$ cat config.mk
export PLATFORM = sky130hd
export DESIGN_NAME = search_sequencer
export DESIGN_NICKNAME = d
export VERILOG_FILES = /design/src/rtl/search_sequencer.sv
export SDC_FILE = /design/constraint.sdc
export NUM_CORES = 1
export LEC_CHECK = 0
export CAP_MARGIN = 20
export CELL_PAD_IN_SITES_DETAIL_PLACEMENT = 0
export CELL_PAD_IN_SITES_GLOBAL_PLACEMENT = 1
export CORE_MARGIN = 4
export CORE_UTILIZATION = 38
export CTS_CLUSTER_SIZE = 24
export DETAILED_ROUTE_END_ITERATION = 6
export PLACE_DENSITY = 0.74
export SYNTH_ARGS = -nofsm -noshare
export SYNTH_HDL_FRONTEND = slang
export SYNTH_SLANG_ARGS = --single-unit
$ cat constraint.sdc
create_clock -name clk -period 3.5 [get_ports clk]
set_clock_uncertainty 0.05 [all_clocks]
set_input_delay 0.7 -clock clk [delete_from_list [all_inputs] [get_ports clk]]
set_output_delay 0.7 -clock clk [all_outputs]
set_load 0.01 [all_outputs]
$ cat src/rtl/search_sequencer.sv
// rtl/search_sequencer.sv - settle/measure/update sequencer around an external current-reference solver
module search_sequencer #(
    parameter int BUS_WIDTH     = 10,
    parameter int TOL           = 1,
    parameter int SETTLE_CYCLES = 8,
    parameter int MAX_ITER      = 32
) (
    input  logic                 clk,
    input  logic                 rst,
    input  logic                 start,
    input  logic [BUS_WIDTH-1:0] q_desired,
    input  logic                 q_meas_valid,
    input  logic [BUS_WIDTH-1:0] q_meas,
    input  logic [BUS_WIDTH-1:0] i_ref_solver,
    input  logic                 solver_unstable,
    output logic                 solver_rst,
    output logic                 meas_ready,
    output logic [BUS_WIDTH-1:0] i_ref,
    output logic                 busy,
    output logic                 locked,
    output logic                 fault,
    output logic [1:0]           fault_code,
    output logic [5:0]           iter_count
);

    typedef enum logic [2:0] {
        S_IDLE,
        S_RST_SOLVER,
        S_SETTLE,
        S_MEASURE,
        S_UPDATE,
        S_LOCKED,
        S_FAULT
    } state_t;

    localparam int EW = BUS_WIDTH + 1;
    localparam int CW = (SETTLE_CYCLES > 1) ? $clog2(SETTLE_CYCLES) : 1;
    localparam logic [CW-1:0] SETTLE_LAST = CW'(SETTLE_CYCLES - 1);
    localparam logic [EW-1:0] TOL_V       = EW'(TOL);
    localparam logic [EW-1:0] TOL2_V      = EW'(2 * TOL);
    localparam logic [5:0]    MAX_ITER_V  = 6'(MAX_ITER);

    state_t               state;
    state_t               nxt;
    logic [CW-1:0]        settle_cnt;
    logic [BUS_WIDTH-1:0] target;
    logic [BUS_WIDTH-1:0] meas;
    logic [1:0]           nxt_code;
    logic [5:0]           nxt_iter;
    logic                 load_target;
    logic                 capture;
    logic [EW-1:0]        err_upd;
    logic [EW-1:0]        err_live;

    // One extra bit keeps the difference exact before taking its magnitude.
    function automatic logic [EW-1:0] abs_diff(input logic [BUS_WIDTH-1:0] a,
                                               input logic [BUS_WIDTH-1:0] b);
        logic signed [EW-1:0] d;
        d = $signed({1'b0, a}) - $signed({1'b0, b});
        return d[EW-1] ? $unsigned(-d) : $unsigned(d);
    endfunction

    assign err_upd  = abs_diff(meas, target);
    assign err_live = abs_diff(q_meas, target);

    always_comb begin
        nxt         = state;
        nxt_code    = fault_code;
        nxt_iter    = iter_count;
        load_target = 1'b0;
        capture     = 1'b0;
        if (start || (state == S_LOCKED && q_desired != target)) begin
            nxt         = S_RST_SOLVER;
            nxt_code    = 2'd0;
            nxt_iter    = 6'd0;
            load_target = 1'b1;
        end else begin
            case (state)
                S_RST_SOLVER: nxt = S_SETTLE;
                S_SETTLE: begin
                    if (solver_unstable) begin
                        nxt      = S_FAULT;
                        nxt_code = 2'd1;
                    end else if (settle_cnt == SETTLE_LAST) begin
                        nxt = S_MEASURE;
                    end
                end
                S_MEASURE: begin
                    if (solver_unstable) begin
                        nxt      = S_FAULT;
                        nxt_code = 2'd1;
                    end else if (q_meas_valid) begin
                        nxt      = S_UPDATE;
                        capture  = 1'b1;
                        nxt_iter = iter_count + 6'd1;
                    end
                end
                S_UPDATE: begin
                    if (solver_unstable) begin
                        nxt      = S_FAULT;
                        nxt_code = 2'd1;
                    end else if (err_upd <= TOL_V) begin
                        nxt = S_LOCKED;
                    end else if (iter_count == MAX_ITER_V) begin
                        nxt      = S_FAULT;
                        nxt_code = 2'd2;
                    end else begin
                        nxt = S_SETTLE;
                    end
                end
                // Drift out of the hysteresis band re-measures without resetting the solver.
                S_LOCKED: begin
                    if (q_meas_valid && err_live > TOL2_V) begin
                        nxt      = S_SETTLE;
                        nxt_iter = 6'd0;
                    end
                end
                default: ;
            endcase
        end
    end

    always_ff @(posedge clk or posedge rst) begin
        if (rst) begin
            state      <= S_IDLE;
            settle_cnt <= '0;
            target     <= '0;
            meas       <= '0;
            fault_code <= 2'd0;
            iter_count <= 6'd0;
            solver_rst <= 1'b0;
            meas_ready <= 1'b0;
            busy       <= 1'b0;
            locked     <= 1'b0;
            fault      <= 1'b0;
            i_ref      <= '0;
        end else begin
            state      <= nxt;
            fault_code <= nxt_code;
            iter_count <= nxt_iter;
            if (load_target) target <= q_desired;
            if (capture) meas <= q_meas;
            settle_cnt <= (state == S_SETTLE && nxt == S_SETTLE) ? settle_cnt + CW'(1) : '0;
            solver_rst <= (nxt == S_RST_SOLVER);
            meas_ready <= (nxt == S_UPDATE);
            busy       <= (nxt == S_RST_SOLVER) || (nxt == S_SETTLE) ||
                          (nxt == S_MEASURE) || (nxt == S_UPDATE);
            locked     <= (nxt == S_LOCKED);
            fault      <= (nxt == S_FAULT);
            i_ref      <= (nxt == S_IDLE || nxt == S_FAULT) ? '0 : i_ref_solver;
        end
    end

endmodule
; After elaboration in Yosys (flattened, before gate mapping)
; Index checks and enable logic that the tools add are counted.
; W data, S select, Z words.
[word_totals]
register_bits = 49
input_bits = 35
output_inout_bits = 23
[classes]
addsub = 6
magnitude_cmp = 2
eq_ne = 20
n_mux = 30
reduce_logical = 14
[ops]
columns = op, count
row1 = $mux W3, 10
row2 = $mux W6, 4
row3 = $mux W11, 2
row4 = $neg A11 Y11, 2
row5 = $sub A10 B10 Y11, 2
row6 = $eq A3 B3 Y1 const B, 6
row7 = $pmux W3 S5, 1
row8 = $eq A3 B2 Y1 const B, 4
row9 = $pmux W6 S2, 1
row10 = $gt A11 B2 Y1 const B, 1
row11 = $le A11 B1 Y1 const B, 1
row12 = $mux W10, 1
row13 = $mux W2, 5
row14 = $ne A10 B10 Y1, 1
row15 = $ne A4 B4 Y1 const B, 2
row16 = $reduce_and A4 Y1, 2
row17 = $add A6 B1 Y6 const B, 1
row18 = $eq A3 B1 Y1 const B, 2
row19 = $eq A6 B6 Y1 const B, 1
row20 = $ne A3 B1 Y1 const B, 2
row21 = $ne A3 B3 Y1 const B, 2
row22 = $reduce_bool A3 Y1, 2
row23 = $logic_or A1 B1 Y1, 5
row24 = $mux W1, 5
row25 = 5 further kinds, 7

; Longest topological paths before layout
; Gate-level depths: netlist of the first run.
[depth]
word_depth = 12
ltp_mapped = 16

; Worst setup path before layout of the first run
; OpenSTA, ideal clock, no wires.
[synth_timing]
path_type = input-to-reg
startpoint = in q_meas[0]
endpoint = reg i_ref[0]
arrival_ns = 3.690
required_time_ns = 3.369
setup_slack_ns = -0.322
cell_stages = 16
cell_sequence = inv_1 ha_1 inv_1 fa_1 a211o_1 a211o_1 and2_4 o21a_1 a2111oi_2 o32ai_1 a31oi_2 nand2_2 a32oi_2 nor2_2 buf_6 a31oi_2
[synth_via]
elab_chain_cells = 11
[synth_lines]
columns = element, line_no
row1 = start: declaration, 13  ; input logic [BUS_WIDTH-1:0] q_meas,
row2 = $sub A10 B10 Y11 (*), 59  ; d = $signed({1'b0, a}) - $signed({1'b0, b});
row3 = $neg A11 Y11, 60  ; return d[EW-1] ? $unsigned(-d) : $unsigned(d);
row4 = $mux W11 (*), 60
row5 = $gt A11 B2 Y1 (*), 113  ; if (q_meas_valid && err_live > TOL2_V) begin
row6 = $logic_and A1 B1 Y1 (*), 113
row7 = $mux W3 (*), 113
row8 = $pmux W3 S5 (*), 78  ; case (state)
row9 = $mux W3 (*), 72  ; if (start || (state == S_LOCKED && q_desired != target)) begin
row10 = $eq A3 B3 Y1 or $logic_not A3 Y1 (tied branches), 150  ; i_ref <= (nxt == S_IDLE || nxt == S_FAULT) ? '0 : i_ref_solver;
row11 = $logic_or A1 B1 Y1 (*), 150
row12 = $mux W10 (*), 150
row13 = end signal: assignment, 150
row14 = end: declaration, 18  ; output logic [BUS_WIDTH-1:0] i_ref,
; Mark *: on every way between the ends. The rest lies on a longest branch, timed or not.
; A chain may end at the register's enable or synchronous reset.

; Worst setup path in the final report of the first run
[layout_timing]
startpoint = in q_meas[0]
endpoint = reg i_ref[3]
; The elaborated chain is that of the path after synthesis.

==> results of run 1 <==
## critical path: cells and delay by family
kind                       cells  cell delay (ns)
AOI/OAI and AO/OA              9             2.00
buffers and inverters          5             0.55
and+or+nand+nor                2             0.26
adders and majority gates      2             0.45
## power groups by stage
stage	Sequential [W]	Combinational (W)	Clock [W]
after floorplan	0.000755	0.00142	0
after global placement	0.000764	0.00222	0
after detailed placement	0.000764	0.00224	0
after CTS	0.000754	0.00240	0.000440
after global routing	0.000772	0.00287	0.000467
final	0.000756	0.00259	0.000434
## layer usage
metal	vias up	share of wire [%]
met3	10	3.1
li1	1842	-
met4	0	0.93
met1	1757	44
met5	-	0
met2	55	52
## metrics by stage
step | area (um2) | util [%] | setup slack (ns) | std cells
6_report | 5790 | 58.7 | -0.314 | 703
2_1_floorplan | 3990 | - | -0.222 | 426
4_1_cts | 5600 | 56.8 | -0.323 | 700
3_3_place_gp | 5250 | 53.2 | -1.28 | 684
3_5_place_dp | 5250 | 53.2 | -1.41 | 684
5_1_grt | 5790 | 58.7 | -0.450 | 703
## timing repair
item	4_1_cts	5_1_grt
cloned	1	0
pin swaps	19	19
endpoints found under the setup margin	28	28
gates resized for setup	41	31
setup buffers	7	3
## final cells by class
type	instances	share of cell area [%]
multi-input cells	328	48.8
inverters	38	2.68
flip-flops and latches	49	21.2
clock inverters	2	0.649
clock buffers	6	1.43
well taps	133	2.88
repair buffers	147	22.4
## cell usage after synthesis, types with 9 or more instances
cell | number | share of area [%]
sky130_fd_sc_hd__dfrtp_1 | 49 | 31
sky130_fd_sc_hd__a21oi_1 | 17 | 2.2
sky130_fd_sc_hd__nor4_1 | 9 | 1.4
sky130_fd_sc_hd__xnor2_1 | 10 | 2.2
sky130_fd_sc_hd__o21ai_0 | 25 | 3.2
sky130_fd_sc_hd__ha_1 | 27 | 8.7
sky130_fd_sc_hd__inv_1 | 38 | 3.7
sky130_fd_sc_hd__a31oi_2 | 11 | 3.5
sky130_fd_sc_hd__nor3_1 | 11 | 1.4
sky130_fd_sc_hd__nand2_1 | 41 | 3.9
sky130_fd_sc_hd__mux2_2 | 10 | 2.9
sky130_fd_sc_hd__xor2_1 | 17 | 3.8
sky130_fd_sc_hd__nor2_1 | 22 | 2.1
## state kept, by name, indices dropped and copies added (netlist names)
register,flops
i_ref,10
meas,10
target,10
iter_count,6
settle_cnt,3
state,3
fault_code,2
busy,1
fault,1
locked,1
meas_ready,1
solver_rst,1
## cell families after synthesis
kind of cell	after synthesis	synth area share (%)
XOR/XNOR	28	6.48
flip-flops	49	31.4
buffers and inverters	49	5.48
AND/OR/NAND/NOR	135	18.2
AO/OA/AOI/OAI	122	24.9
multiplexers	14	3.91
adder cells (fa/ha/maj)	29	9.69
## path summary, 6_finish.rpt
path	endpoint	slack, ns
setup / recovery	i_ref[3]	-0.31
hold / removal	meas[8]	0.47
setup reg to reg	i_ref[3]	-0.28
hold reg to reg	meas[8]	0.47
max in group asynchronous	target[0]	2.16
min in group asynchronous	solver_rst	0.80
==> summary.md, run 1 <==
* 26 — Setup Viol. Count Final
* 9.16 um2 — Post-Synthesis Mean Instance Area
* yes — setup repair after global routing missed its margin
* 3664 — number of vias in the routed layout
* input port to register — Crit Path Category
* 1 — worst hold path cell count
* 0.00123 mm2 — Storage cell area
* 3.81 ns — crit path time final
* 33.1% — met2 capacity usage during global routing
* setup timing — violations in the final reports
* 0.00986 mm2 — Core ar.
* input port — element type at the critical path start
* 0 — max-slew violations
* met2 — GRT Max-Usage Layer
* sky130_fd_sc_hd__buf_4 — commonest non-fill, non-tap cell in the layout
* 0.471 ns — Hold Slack
* 14.9 um — average wire per cell in the routed design
* 5 — top fanout value on the critical path
* target[0] — beginning of the worst register-to-register path
* 0.00390 mm2 — Synth Cell Area
* -5.62 ns — total negative slack
* 100% — fraction of registers with async set/reset
* 109 um — die boundary height
* -0.314 ns — Setup WS post-layout
* 8190 um — HPWL reported at the end of detailed placement
* 0.00378 W — Overall Power
* 3.68 ns — Critical Path RT
* register — Crit. End Element
* 48.3% — layout overhead on the synthesized area
* 20.0% — relative contribution of sequential cells to total power
* 890 — filler cell count
* 32.5% — fraction of layout cells with a size suffix above 1
* 633 — Nets
* 426 — number of cells produced by synthesis
* 49 — count of state elements after synthesis
* 0 — Post-synth EDFFs
* 109% — portion of the clock cycle consumed by the worst path in the final layout
* sky130_fd_sc_hd__clkbuf_8 — CTS Root Cell
* 40.9% — worst slew slack as a fraction of its limit
* 11.5% — part of the total power dissipated in the clock network
* 109 um — horizontal die dimension
* 39.5% — effective utilization at floorplan
* 0 — number of antenna cells inserted
* 490 — net count of the mapped netlist
* 0 — post-route antenna net violation count
* 3679 — number of global-route vias before repair
* 0 — remaining global-route overflow
* sky130_fd_sc_hd__buf_4 (81), sky130_fd_sc_hd__clkdlybuf4s50_1 (52), sky130_fd_sc_hd__dfrtp_1 (48), sky130_fd_sc_hd__nand2_1 (41), sky130_fd_sc_hd__inv_1 (32) — leading cell types in the layout, fill and taps excluded
* 2 — CTS H-Tree Depth
* 0.00221 W — internal cell power
* 0.861 — final weighted congestion in routability-driven placement
* 0.0120 mm2 — die area
* 2.55 nW — Static Leakage
* 41.6% — Switching Fraction
* 0.883 ns — Tightest Pin Transition
* 0.09 ns — Reg clk slew, reported paths
* 129 — Iter 0 DRT Violations
* 58 — top-level port count
* 4.00 ns — crit path DAT
* 5.21 — routed vias/inst
* 10500 um — overall routed net length
* 0.00282 mm2 — multi-input combinational cell area
* meas[8] — critical hold path startpoint
* 262 MHz — timing-limited maximum frequency
* 18.2% — All-Layer GR Usage
* 57 — number of buffers inserted by port buffering
* 36 — Rows
* register to register — Worst Hold Class
* 5 — number of buffers added by the clock tree synthesis step
* 4 — iteration count of the initial detailed-routing pass
* sky130_fd_sc_hd__dfrtp_1 — Primary FF master, synth
* 68.5% — combinational group share of total power
* done — clock tree from TritonCTS
* 653 mW/mm2 — power density of the placed cells
* 0 — Yosys warning count
* 0 — DRC Markers
* 0.38 ns — Crit path largest cell delay
* 2 — clock buffer depth
* 2.64% — routing usage on met3
* q_meas[0] — origin of the worst setup path
* 0.550 mV — Max rail drop VDD
* 0 — max_cap viols
* buf_12 > inv_12 > ha_4 > inv_2 > fa_2 > a211o_1 > a211o_4 > and2_4 > o21a_4 > a2111oi_4 > a211o_1 > a41o_1 > nand2_2 > buf_6 > o21ai_4 > o211ai_1 > buf_4 > a31oi_2 — worst path cell trace
* 73 — Cell variety after synth
* 0.00157 W — net switching power of the design
* 0 — total of hold buffers inserted after clock tree synthesis
* 0.31 ns — clock latency on the worst-skew pair
* 50 — largest net degree at the start of global routing
* 22.9% — met1 Usage GRT
* sky130_fd_sc_hd__a211o_1 — cell repeated most along the worst path
* 31.4% — portion of the post-synthesis area used by sequential elements
* sky130_fd_sc_hd__a211o_4 — cell with the largest stage delay on the worst path
* 49 — number of clock sinks
* 0 — final hold vios
* 16 — path depth of the worst reg2reg path
* 17400 um — first-pass GRT wire length
* 0 — antenna violations before repair
* finished with violations — run status
Power figures use the tool's default switching activity.
==> run 2, diff against run 1 <==
Settings changed: CORE_UTILIZATION 38 to 42, PLACE_DENSITY 0.74 to 0.78.
Clock period 3.5 ns to 3.6 ns, I/O delays scaled along.
==> run 2 against run 1 <==
Effect of this change: critical endpoint is now i_ref[9]; power shrank 4.0%; cell count shrank 4.6%; sequential cell count did not move; first-iteration DRC count rose by 7.8%; via count is 2.3% higher; worst hold slack worse by 0.0041 ns; sequential share of layout area increased by 0.12 points; highest routed layer unchanged; worst setup slack gained 0.080 ns; the run still ends with setup timing left.
==> summary.md, run 2 (synthesis gave the netlist of run 1 again) <==
* 5.58 — routed vias/inst, was 5.21
* 58 — top-level port count, unchanged
* register — Crit. End Element, unchanged
* 0 — antenna violations before repair, unchanged
* 0.44 ns — Crit path largest cell delay, was 0.38 ns
* 0.879 — final weighted congestion in routability-driven placement, was 0.861
* 0.00363 W — Overall Power, was 0.00378 W
* -0.234 ns — Setup WS post-layout, was -0.314 ns
* 4 — iteration count of the initial detailed-routing pass, unchanged
* 0 — DRC Markers, unchanged
* sky130_fd_sc_hd__buf_4 (71), sky130_fd_sc_hd__clkdlybuf4s50_1 (53), sky130_fd_sc_hd__dfrtp_1 (48), sky130_fd_sc_hd__nand2_1 (41), sky130_fd_sc_hd__inv_1 (34) — leading cell types in the layout, fill and taps excluded, was sky130_fd_sc_hd__buf_4 (81), sky130_fd_sc_hd__clkdlybuf4s50_1 (52), sky130_fd_sc_hd__dfrtp_1 (48), sky130_fd_sc_hd__nand2_1 (41), sky130_fd_sc_hd__inv_1 (32)
* 49 — number of clock sinks, unchanged
* 50 — largest net degree at the start of global routing, unchanged
* 0 — number of antenna cells inserted, unchanged
* finished with violations — run status, unchanged
* 0 — final hold vios, unchanged
* 0.901 ns — Tightest Pin Transition, was 0.883 ns
* 5 — top fanout value on the critical path, unchanged
* 0 — post-route antenna net violation count, unchanged
* yes — setup repair after global routing missed its margin, unchanged
* sky130_fd_sc_hd__dfrtp_2 — cell with the largest stage delay on the worst path, was sky130_fd_sc_hd__a211o_4
* 0.375 mV — Max rail drop VDD, was 0.550 mV
* 20.3% — relative contribution of sequential cells to total power, was 20.0%
* sky130_fd_sc_hd__buf_4 — commonest non-fill, non-tap cell in the layout, unchanged
* register to register — Crit Path Category, was input port to register
* 3747 — number of vias in the routed layout, was 3664
* 47.5% — layout overhead on the synthesized area, was 48.3%
* 2 — clock buffer depth, unchanged
* 0 — remaining global-route overflow, unchanged
* 64.7% — end-of-flow core utilization, was 58.7%
* 0.00123 mm2 — Storage cell area, unchanged
* 20.1% — All-Layer GR Usage, was 18.2%
* 3886 — number of global-route vias before repair, was 3679
* 104 um — horizontal die dimension, was 109 um
* 0 — max_cap viols, unchanged
* sky130_fd_sc_hd__a211o_4 — cell repeated most along the worst path, was sky130_fd_sc_hd__a211o_1
* 631 mW/mm2 — power density of the placed cells, was 653 mW/mm2
* 4.02 ns — crit path DAT, was 4.00 ns
* 57 — number of buffers inserted by port buffering, unchanged
* register — element type at the critical path start, was input port
* 16.4 um — average wire per cell in the routed design, was 14.9 um
* 34 — Rows, was 36
* 9.1% — part of the total power dissipated in the clock network, was 11.5%
* 43.2% — Switching Fraction, was 41.6%
* 0 — total of hold buffers inserted after clock tree synthesis, unchanged
* done — clock tree from TritonCTS, unchanged
* 2.50 nW — Static Leakage, was 2.55 nW
* setup timing — violations in the final reports, unchanged
* 70.6% — combinational group share of total power, was 68.5%
* 0.0109 mm2 — die area, was 0.0120 mm2
* 31.4% — fraction of layout cells with a size suffix above 1, was 32.5%
* 104 um — die boundary height, was 109 um
* 0.00157 W — net switching power of the design, about the same
* 261 MHz — timing-limited maximum frequency
* 0.31 ns — clock latency on the worst-skew pair, about the same
* i_ref x10, meas x10, target x10 — largest registers, unchanged
* 5 — number of buffers added by the clock tree synthesis step, unchanged
* 3.83 ns — crit path time final
* 39.7% — worst slew slack as a fraction of its limit, was 40.9%
* 0.09 ns — Reg clk slew, reported paths, about the same
* buf_12 > ha_4 > inv_2 > fa_2 > a211o_1 > a211o_4 > a31o_4 > buf_4 > and3_1 > a311o_1 > a41o_1 > nand2_2 > o21ai_4 > a211o_4 > a31oi_1 — worst path cell trace, was buf_12 > inv_12 > ha_4 > inv_2 > fa_2 > a211o_1 > a211o_4 > and2_4 > o21a_4 > a2111oi_4 > a211o_1 > a41o_1 > nand2_2 > buf_6 > o21ai_4 > o211ai_1 > buf_4 > a31oi_2
* 106% — portion of the clock cycle consumed by the worst path in the final layout
* 43.9% — effective utilization at floorplan, was 39.5%
* 139 — Iter 0 DRT Violations, was 129
* register to register — Worst Hold Class, unchanged
* 741 — filler cell count, was 890
* 24 — Setup Viol. Count Final, was 26
* 0.00289 mm2 — multi-input combinational cell area, was 0.00282 mm2
* compound AO/OA/AOI/OAI gates — kind of cell with the highest combined delay on the critical path, unchanged
* sky130_fd_sc_hd__clkbuf_8 — CTS Root Cell, unchanged
* 18200 um — first-pass GRT wire length, was 17400 um
* 11000 um — overall routed net length, was 10500 um
* 2 — CTS H-Tree Depth, unchanged
* 0.00889 mm2 — Core ar., was 0.00986 mm2
* 0.00206 W — internal cell power, was 0.00221 W
* 626 — Nets, was 633
* 3.78 ns — Critical Path RT, was 3.68 ns
* 3 — buffers and inverters on the worst path, was 5
* 8380 um — HPWL reported at the end of detailed placement, was 8190 um
* 0 — max-slew violations, unchanged
run 2: path summary, 6_finish.rpt:
check | from | slack [ns] | endpoint | cells after the start
setup / recovery | target[0] | -0.23 | i_ref[9] | 15
hold / removal | meas[6] | 0.47 | meas[6] | 1
setup reg to reg | target[0] | -0.23 | i_ref[9] | 15
hold reg to reg | meas[6] | 0.47 | meas[6] | 1
max in group asynchronous | rst | 2.48 | target[0] | 3
min in group asynchronous | rst | 0.55 | target[2] | 2
run 2: layer usage:
layer  vias up  share of wire [%]  global-route usage, %
li1       1834                  -                      -
met1      1813                 42                   23.9
met2        78                 51                   36.7
met3        22                3.5                   3.60
met4         0                3.0                   5.98
met5         -                  0                      0
run 2: repair_timing:
action | in CTS | in global routing
buffers inserted | 5 | 6
resized for setup | 50 | 28
pin swaps | 29 | 18
gates cloned | 2 | 0
setup endpoints to repair | 27 | 28
run 2: metrics by stage:
step / TNS [ns] / instances / instance area [um2] / worst slack (ns) / hold WS, ns
final: -4.09 / 671 / 5750 / -0.234 / 0.467
after global routing: -8.17 / 671 / 5750 / -0.396 / 0.492
after CTS: -4.40 / 665 / 5550 / -0.256 / 0.471
after detailed placement: -26.64 / 651 / 5170 / -1.17 / 0.451
after global placement: -24.45 / 651 / 5170 / -1.06 / 0.444
after floorplan: -1.72 / 426 / 3990 / -0.142 / 0.435
run 2: layout make-up:
| cell class | count | share of cell area, % |
|---|---|---|
| Sequential cell | 49 | 21.3 |
| Timing Repair Buffer | 139 | 21.9 |
| Clock buffer | 6 | 1.26 |
| Clock inverter | 2 | 0.261 |
| Multi-Input combinational cell | 329 | 50.2 |
| Tap cell | 108 | 2.35 |
| Inverter | 38 | 2.70 |
run 2: power groups by stage:
| stage | Combinational [W] | Sequential, W | Clock (W) |
|---|---|---|---|
| floorplan | 0.00138 | 0.000734 | 0 |
| global placement | 0.00214 | 0.000743 | 0 |
| detailed placement | 0.00217 | 0.000745 | 0 |
| CTS | 0.00239 | 0.000735 | 0.000336 |
| global route | 0.00279 | 0.000753 | 0.000361 |
| finish | 0.00256 | 0.000735 | 0.000331 |
